`config.mk`:
```
export PLATFORM = sky130hd
export DESIGN_NAME = spi_crc3_check
export DESIGN_NICKNAME = d
export VERILOG_FILES = /design/src/rtl/spi_crc3_check_pkg.sv /design/src/rtl/crc_serial_step.sv /design/src/rtl/spi_crc3_check.sv
export SDC_FILE = /design/constraint.sdc
export NUM_CORES = 1
export LEC_CHECK = 0
export CORE_ASPECT_RATIO = 0.9
export CORE_UTILIZATION = 40
export CTS_CLUSTER_DIAMETER = 100
export CTS_CLUSTER_SIZE = 24
export DETAILED_ROUTE_END_ITERATION = 6
export GPL_ROUTABILITY_DRIVEN = 0
export SLEW_MARGIN = 20
export SYNTH_ARGS = -nofsm -noshare
export SYNTH_HDL_FRONTEND = slang
export SYNTH_HIERARCHICAL = 1
export SYNTH_SLANG_ARGS = --single-unit
```
`constraint.sdc`:
```
create_clock -name i_clk -period 3.7 [get_ports i_clk]
set_input_delay 0.74 -clock i_clk [delete_from_list [all_inputs] [get_ports i_clk]]
set_output_delay 0.74 -clock i_clk [all_outputs]
set_load 0.02 [all_outputs]
```
`src/rtl/spi_crc3_check_pkg.sv`:
```
// Shared definitions for the serial CRC checker and its matching generator.
package spi_crc3_check_pkg;

  localparam int unsigned WCODE_DEF = 4;
  localparam int unsigned WPOLY_DEF = 4;

  typedef enum logic [1:0] {
    StIdle,
    StShift,
    StDone
  } state_e;

endpackage

```
`src/rtl/crc_serial_step.sv`:
```
// One-bit CRC remainder update; the polynomial MSB is implied and not carried.
module crc_serial_step #(
  parameter int unsigned WPOLY = 4
) (
  input  logic [WPOLY-2:0] rem_i,
  input  logic             bit_i,
  input  logic [WPOLY-2:0] poly_i,
  output logic [WPOLY-2:0] rem_o
);

  logic fb;

  always_comb begin
    fb    = rem_i[WPOLY-2];
    rem_o = {rem_i[WPOLY-3:0], bit_i} ^ (fb ? poly_i : '0);
  end

endmodule

```
`src/rtl/spi_crc3_check.sv`:
```
// Serial CRC checker: shifts in a codeword MSB first and reports data and syndrome.
module spi_crc3_check
  import spi_crc3_check_pkg::*;
#(
  parameter int unsigned WCODE = WCODE_DEF,
  parameter int unsigned WPOLY = WPOLY_DEF
) (
  input  logic             i_clk,
  input  logic             i_rst,
  input  logic [WPOLY-1:0] i_poly,
  input  logic             i_frame_start,
  input  logic             i_bit_valid,
  input  logic             i_bit,
  output logic             o_busy,
  output logic             o_valid,
  output logic [WCODE-1:0] o_data,
  output logic [WPOLY-2:0] o_syndrome,
  output logic             o_crc_ok
);

  localparam int unsigned CW = $clog2(WCODE + WPOLY);
  localparam logic [CW-1:0] LastCnt  = CW'(WCODE + WPOLY - 2);
  localparam logic [CW-1:0] DataBits = CW'(WCODE);

  state_e           state_q, state_d;
  logic [WPOLY-2:0] poly_q, poly_d;
  logic [WPOLY-2:0] rem_q, rem_d;
  logic [WCODE-1:0] data_q, data_d;
  logic [CW-1:0]    cnt_q, cnt_d;
  logic [WCODE-1:0] out_data_q, out_data_d;
  logic [WPOLY-2:0] out_syn_q, out_syn_d;
  logic             out_ok_q, out_ok_d;
  logic [WPOLY-2:0] rem_step;

  crc_serial_step #(
    .WPOLY(WPOLY)
  ) u_step (
    .rem_i (rem_q),
    .bit_i (i_bit),
    .poly_i(poly_q),
    .rem_o (rem_step)
  );

  always_comb begin
    state_d    = state_q;
    poly_d     = poly_q;
    rem_d      = rem_q;
    data_d     = data_q;
    cnt_d      = cnt_q;
    out_data_d = out_data_q;
    out_syn_d  = out_syn_q;
    out_ok_d   = out_ok_q;

    // A frame start wins in every state; any bit offered in that cycle is dropped.
    if (i_frame_start) begin
      state_d = StShift;
      poly_d  = i_poly[WPOLY-2:0];
      rem_d   = '0;
      data_d  = '0;
      cnt_d   = '0;
    end else begin
      case (state_q)
        StIdle: state_d = StIdle;
        StShift: begin
          if (i_bit_valid) begin
            rem_d = rem_step;
            cnt_d = cnt_q + CW'(1);
            if (cnt_q < DataBits) begin
              data_d = {data_q[WCODE-2:0], i_bit};
            end
            if (cnt_q == LastCnt) begin
              state_d    = StDone;
              out_data_d = data_d;
              out_syn_d  = rem_step;
              out_ok_d   = (rem_step == '0);
            end
          end
        end
        StDone:  state_d = StIdle;
        default: state_d = StIdle;
      endcase
    end
  end

  always_ff @(posedge i_clk) begin
    if (i_rst) begin
      state_q    <= StIdle;
      poly_q     <= '0;
      rem_q      <= '0;
      data_q     <= '0;
      cnt_q      <= '0;
      out_data_q <= '0;
      out_syn_q  <= '0;
      out_ok_q   <= 1'b0;
    end else begin
      state_q    <= state_d;
      poly_q     <= poly_d;
      rem_q      <= rem_d;
      data_q     <= data_d;
      cnt_q      <= cnt_d;
      out_data_q <= out_data_d;
      out_syn_q  <= out_syn_d;
      out_ok_q   <= out_ok_d;
    end
  end

  assign o_busy     = (state_q != StIdle);
  assign o_valid    = (state_q == StDone);
  assign o_data     = out_data_q;
  assign o_syndrome = out_syn_q;
  assign o_crc_ok   = out_ok_q;

endmodule

```
==> out/metrics.csv <==
stage;metric;value;unit
run_status;outcome;finished clean;
power_and_ir_drop;power.leakage;0.4114;nW
die;die_h;49.01;um
critical_path;crit_fanout;8;
yosys;yosys-top-cells-area;dfxtp_1, a21oi_1, mux2i_1, nor2_1, o21ai_1;
yosys;synth.avg_cell_area;9.094;sq um
drt;drtIter0Drc;11;
worst_hold_path;hp-start;o_syndrome[0];
timing;fin_crit;2299;ps
flow_run;maxCapViolCount;0;
timing;hold_viol;0;
timing;relSlewSlack;66.37;%
timing;tns;0;ps
clocking;numCtsBuffers;3;
clocking;root_buffer;clkbuf_4;
timing;fmax;0.4350;GHz
global_routing;antenna_found_initial;0;
yosys;yosysMostFrequentCell;dfxtp_1;
finish;syn_to_final_growth;19.75;%
clocking;cts_setup_buffers;0;
power_and_ir_drop;seq_power_share;63.3;%
power_and_ir_drop;power.total;0.0004014;W
die;ios;19;
die;start_util;43.81;%
place;hpwl;1404;um
critical_path;critPathSlowestCell;clkdlybuf4s50_1;
place;port_buffers;17;
clocking;htreeDepth;1;
critical_path;arrival;1560;ps
yosys;synthTopCellsByCount;dfxtp_1, a21oi_1, nor2_1;
yosys;synthMuxAreaShare;6.115;%
drt;drc;0;
die;row_count;16;
drt;wirelength;1916;um
yosys;synthCells;108;
finish;nets;136;
yosys;synth-async-reset-ratio;0;%
power_and_ir_drop;switchingPower;0.00009277;W
power_and_ir_drop;pwr-share-comb;8.0;%
timing;finalSetupViolCount;0;
drt;post_drt_wl_per_cell;12.69;um
global_routing;grt_pass1_wl;3305;um
global_routing;grt_overflow;0;
clocking;cts_buffer_depth;2;
finish;antenna_cells;0;
yosys;synthXorXnorAreaFrac;4.459;%
yosys;synth_top_area_cell;dfxtp_1;
critical_path;rr_endpoint;o_data[0];
power_and_ir_drop;peakVddDrop;238.8;uV
yosys;synth.distinct_cells;27;
yosys;ys_seq_elements;23;
timing;worst_pin_slew;502.9;ps
critical_path;startpoint_type;flip-flop;
power_and_ir_drop;pwr-share-clk;28.6;%
die;dieArea;0.002658;sq mm
critical_path;crit-reg2reg-launch;cnt_q[2];
worst_hold_path;whs_endpoint;o_syndrome[0];
worst_hold_path;hold_depth;2;
drt;antenna_left;0;
yosys;synth_nets;119;
critical_path;crit_type;flip-flop to output pin;
yosys;synth_compound_area_share;13.76;%
worst_hold_path;worstHoldPathType;flip-flop to flip-flop;
global_routing;grt_max_degree;15;
yosys;ys.flop_type;dfxtp_1;
critical_path;cp_cell_sequence;or2_2, clkdlybuf4s50_1;
yosys;yosys_warnings;6;
finish;num-fill-cells;222;
yosys;synth_area;982.2;sq um
die;core_area;0.002242;sq mm
global_routing;track_usage;16.86;%
yosys;yosys.area_share.adder;2.548;%
timing;clock_skew;0.6750;ps
critical_path;end_kind;output pin;
clocking;cts_tree;done;
clocking;insertion_delay;310;ps
global_routing;grt_pass1_vias;755;
yosys;synthSimpleGateAreaFrac;21.78;%
timing;rsz0062_at_grt;false;
drt;num_vias;794;
die;die_w;54.24;um
yosys;synth_top_family_by_area;simple AND/OR/NAND/NOR gates;
drt;drt-pass1-iter-count;4;
timing;fin_crit_sh;62.13;%
power_and_ir_drop;power.share.switching;23.11;%
power_and_ir_drop;p_per_area;341.2;mW/mm^2
power_and_ir_drop;intPower;0.0003086;W
yosys;yosysSeqAreaShare;46.88;%
critical_path;worstPathRequired;2960;ps
critical_path;slowest_delay;540;ps
clocking;cts_resized;0;
finish;drive_gt1_share;8.871;%
clocking;cts.clk_slew.worst_paths;120;ps
timing;slew_violations;0;
critical_path;rr_worst_depth;3;
clocking;cts_sinks;23;
yosys;yosys.area.top_type_share;46.88;%
clocking;postCtsHoldBufs;0;
finish;layout.cells.non_filler;151;
critical_path;regToRegSetupSlack;2290;ps
place;dp.cells;147;
drt;routed_via_density;5.258;
yosys;synth_edf_count;0;
-- per-stage QoR --
stage / utilization (%) / hold WS [ps] / setup slack, ps / cell area [sq um]
finish: 52.46 / 473.5 / 1401 / 1176
global route: 52.46 / 506.0 / 1327 / 1176
CTS: 52.46 / 479.9 / 1393 / 1176
detailed placement: 51.28 / 462.6 / 1381 / 1150
global placement: 51.28 / 458.1 / 1401 / 1150
floorplan: - / 441.8 / 2040 / 982.2
-- placed cells by master (no fill, tap or decap) --
cell             netlist  layout
o21ai_1                7       7
clkbuf_1               1       1
a31oi_1                1       1
o21ai_2                1       1
nand4_1                4       4
a21oi_1               13      13
o21ai_0                4       4
and3_2                 1       1
xnor2_1                4       4
nand4b_1               1       1
clkdlybuf4s50_1        0      17
nand3b_2               1       1
nor2_1                10      10
nand2_1                8       8
dfxtp_1               23      23
or3b_1                 1       1
nor3b_2                1       1
nor3_1                 2       2
and4bb_2               1       1
or2_2                  3       3
inv_1                  2       2
mux2i_1                6       6
ha_1                   2       2
xor2_1                 1       1
nand3_1                5       5
clkbuf_4               0       3
and2_1                 1       1
-- cell families after synthesis --
| group | Yosys count |
|---|---|
| AOI/OAI and AO/OA | 26 |
| xor gates and xnor gates | 5 |
| adders and majority gates | 2 |
| buffers and inverters | 7 |
| DFF | 23 |
| muxes | 6 |
| and+or+nand+nor | 39 |
-- worst max-delay path, delay by kind of cell (launching register included) --
family / cells / cell delay (ps)
buffers and inverters: 1 / 540
DFF: 1 / 400
and+or+nand+nor: 1 / 310
-- area by class of cell --
class	instances	area [sq um]	share of cell area, %
tap	27	33.78	2.872
multi-input combinational	78	478.0	40.64
clock buffer	4	26.28	2.234
inverter	2	7.507	0.6383
timing repair buffer	17	170.2	14.47
sequential	23	460.4	39.15
-- power by group through the flow --
stage	Sequential, W	Clock [W]	Combinational, W
2_1_floorplan	0.000259	0	0.0000212
3_3_place_gp	0.000260	0	0.0000316
3_5_place_dp	0.000260	0	0.0000326
4_1_cts	0.000254	0.000117	0.0000326
5_1_grt	0.000255	0.000128	0.0000361
6_report	0.000254	0.000115	0.0000322
-- metal layers --
metal  vias up  track usage [%]  routed length, um
li1        411                -                  -
met1       372            20.80                906
met2        11            27.85                942
met3         0            6.854                 68
met4         0            1.709                  0
met5         -                0                  0
-- flip-flops by register name, indices dropped and copies added (netlist names) --
signal and flops:
o_crc_ok 1, poly_q 3, o_data 4, data_q 4
state_q 2, cnt_q 3, o_syndrome 3, rem_q 3
-- worst max path at each step --
stage / from / endpoint / slack (ps)
3_5_place_dp: i_frame_start / o_data[2] / 1380
6_report: state_q[0] / o_busy / 1400
4_1_cts: state_q[0] / o_busy / 1390
2_1_floorplan: i_frame_start / o_syndrome[2] / 2040
5_1_grt: state_q[0] / o_busy / 1330
3_3_place_gp: i_frame_start / o_crc_ok / 1400
Note: power is estimated with default switching activity, not from simulation.
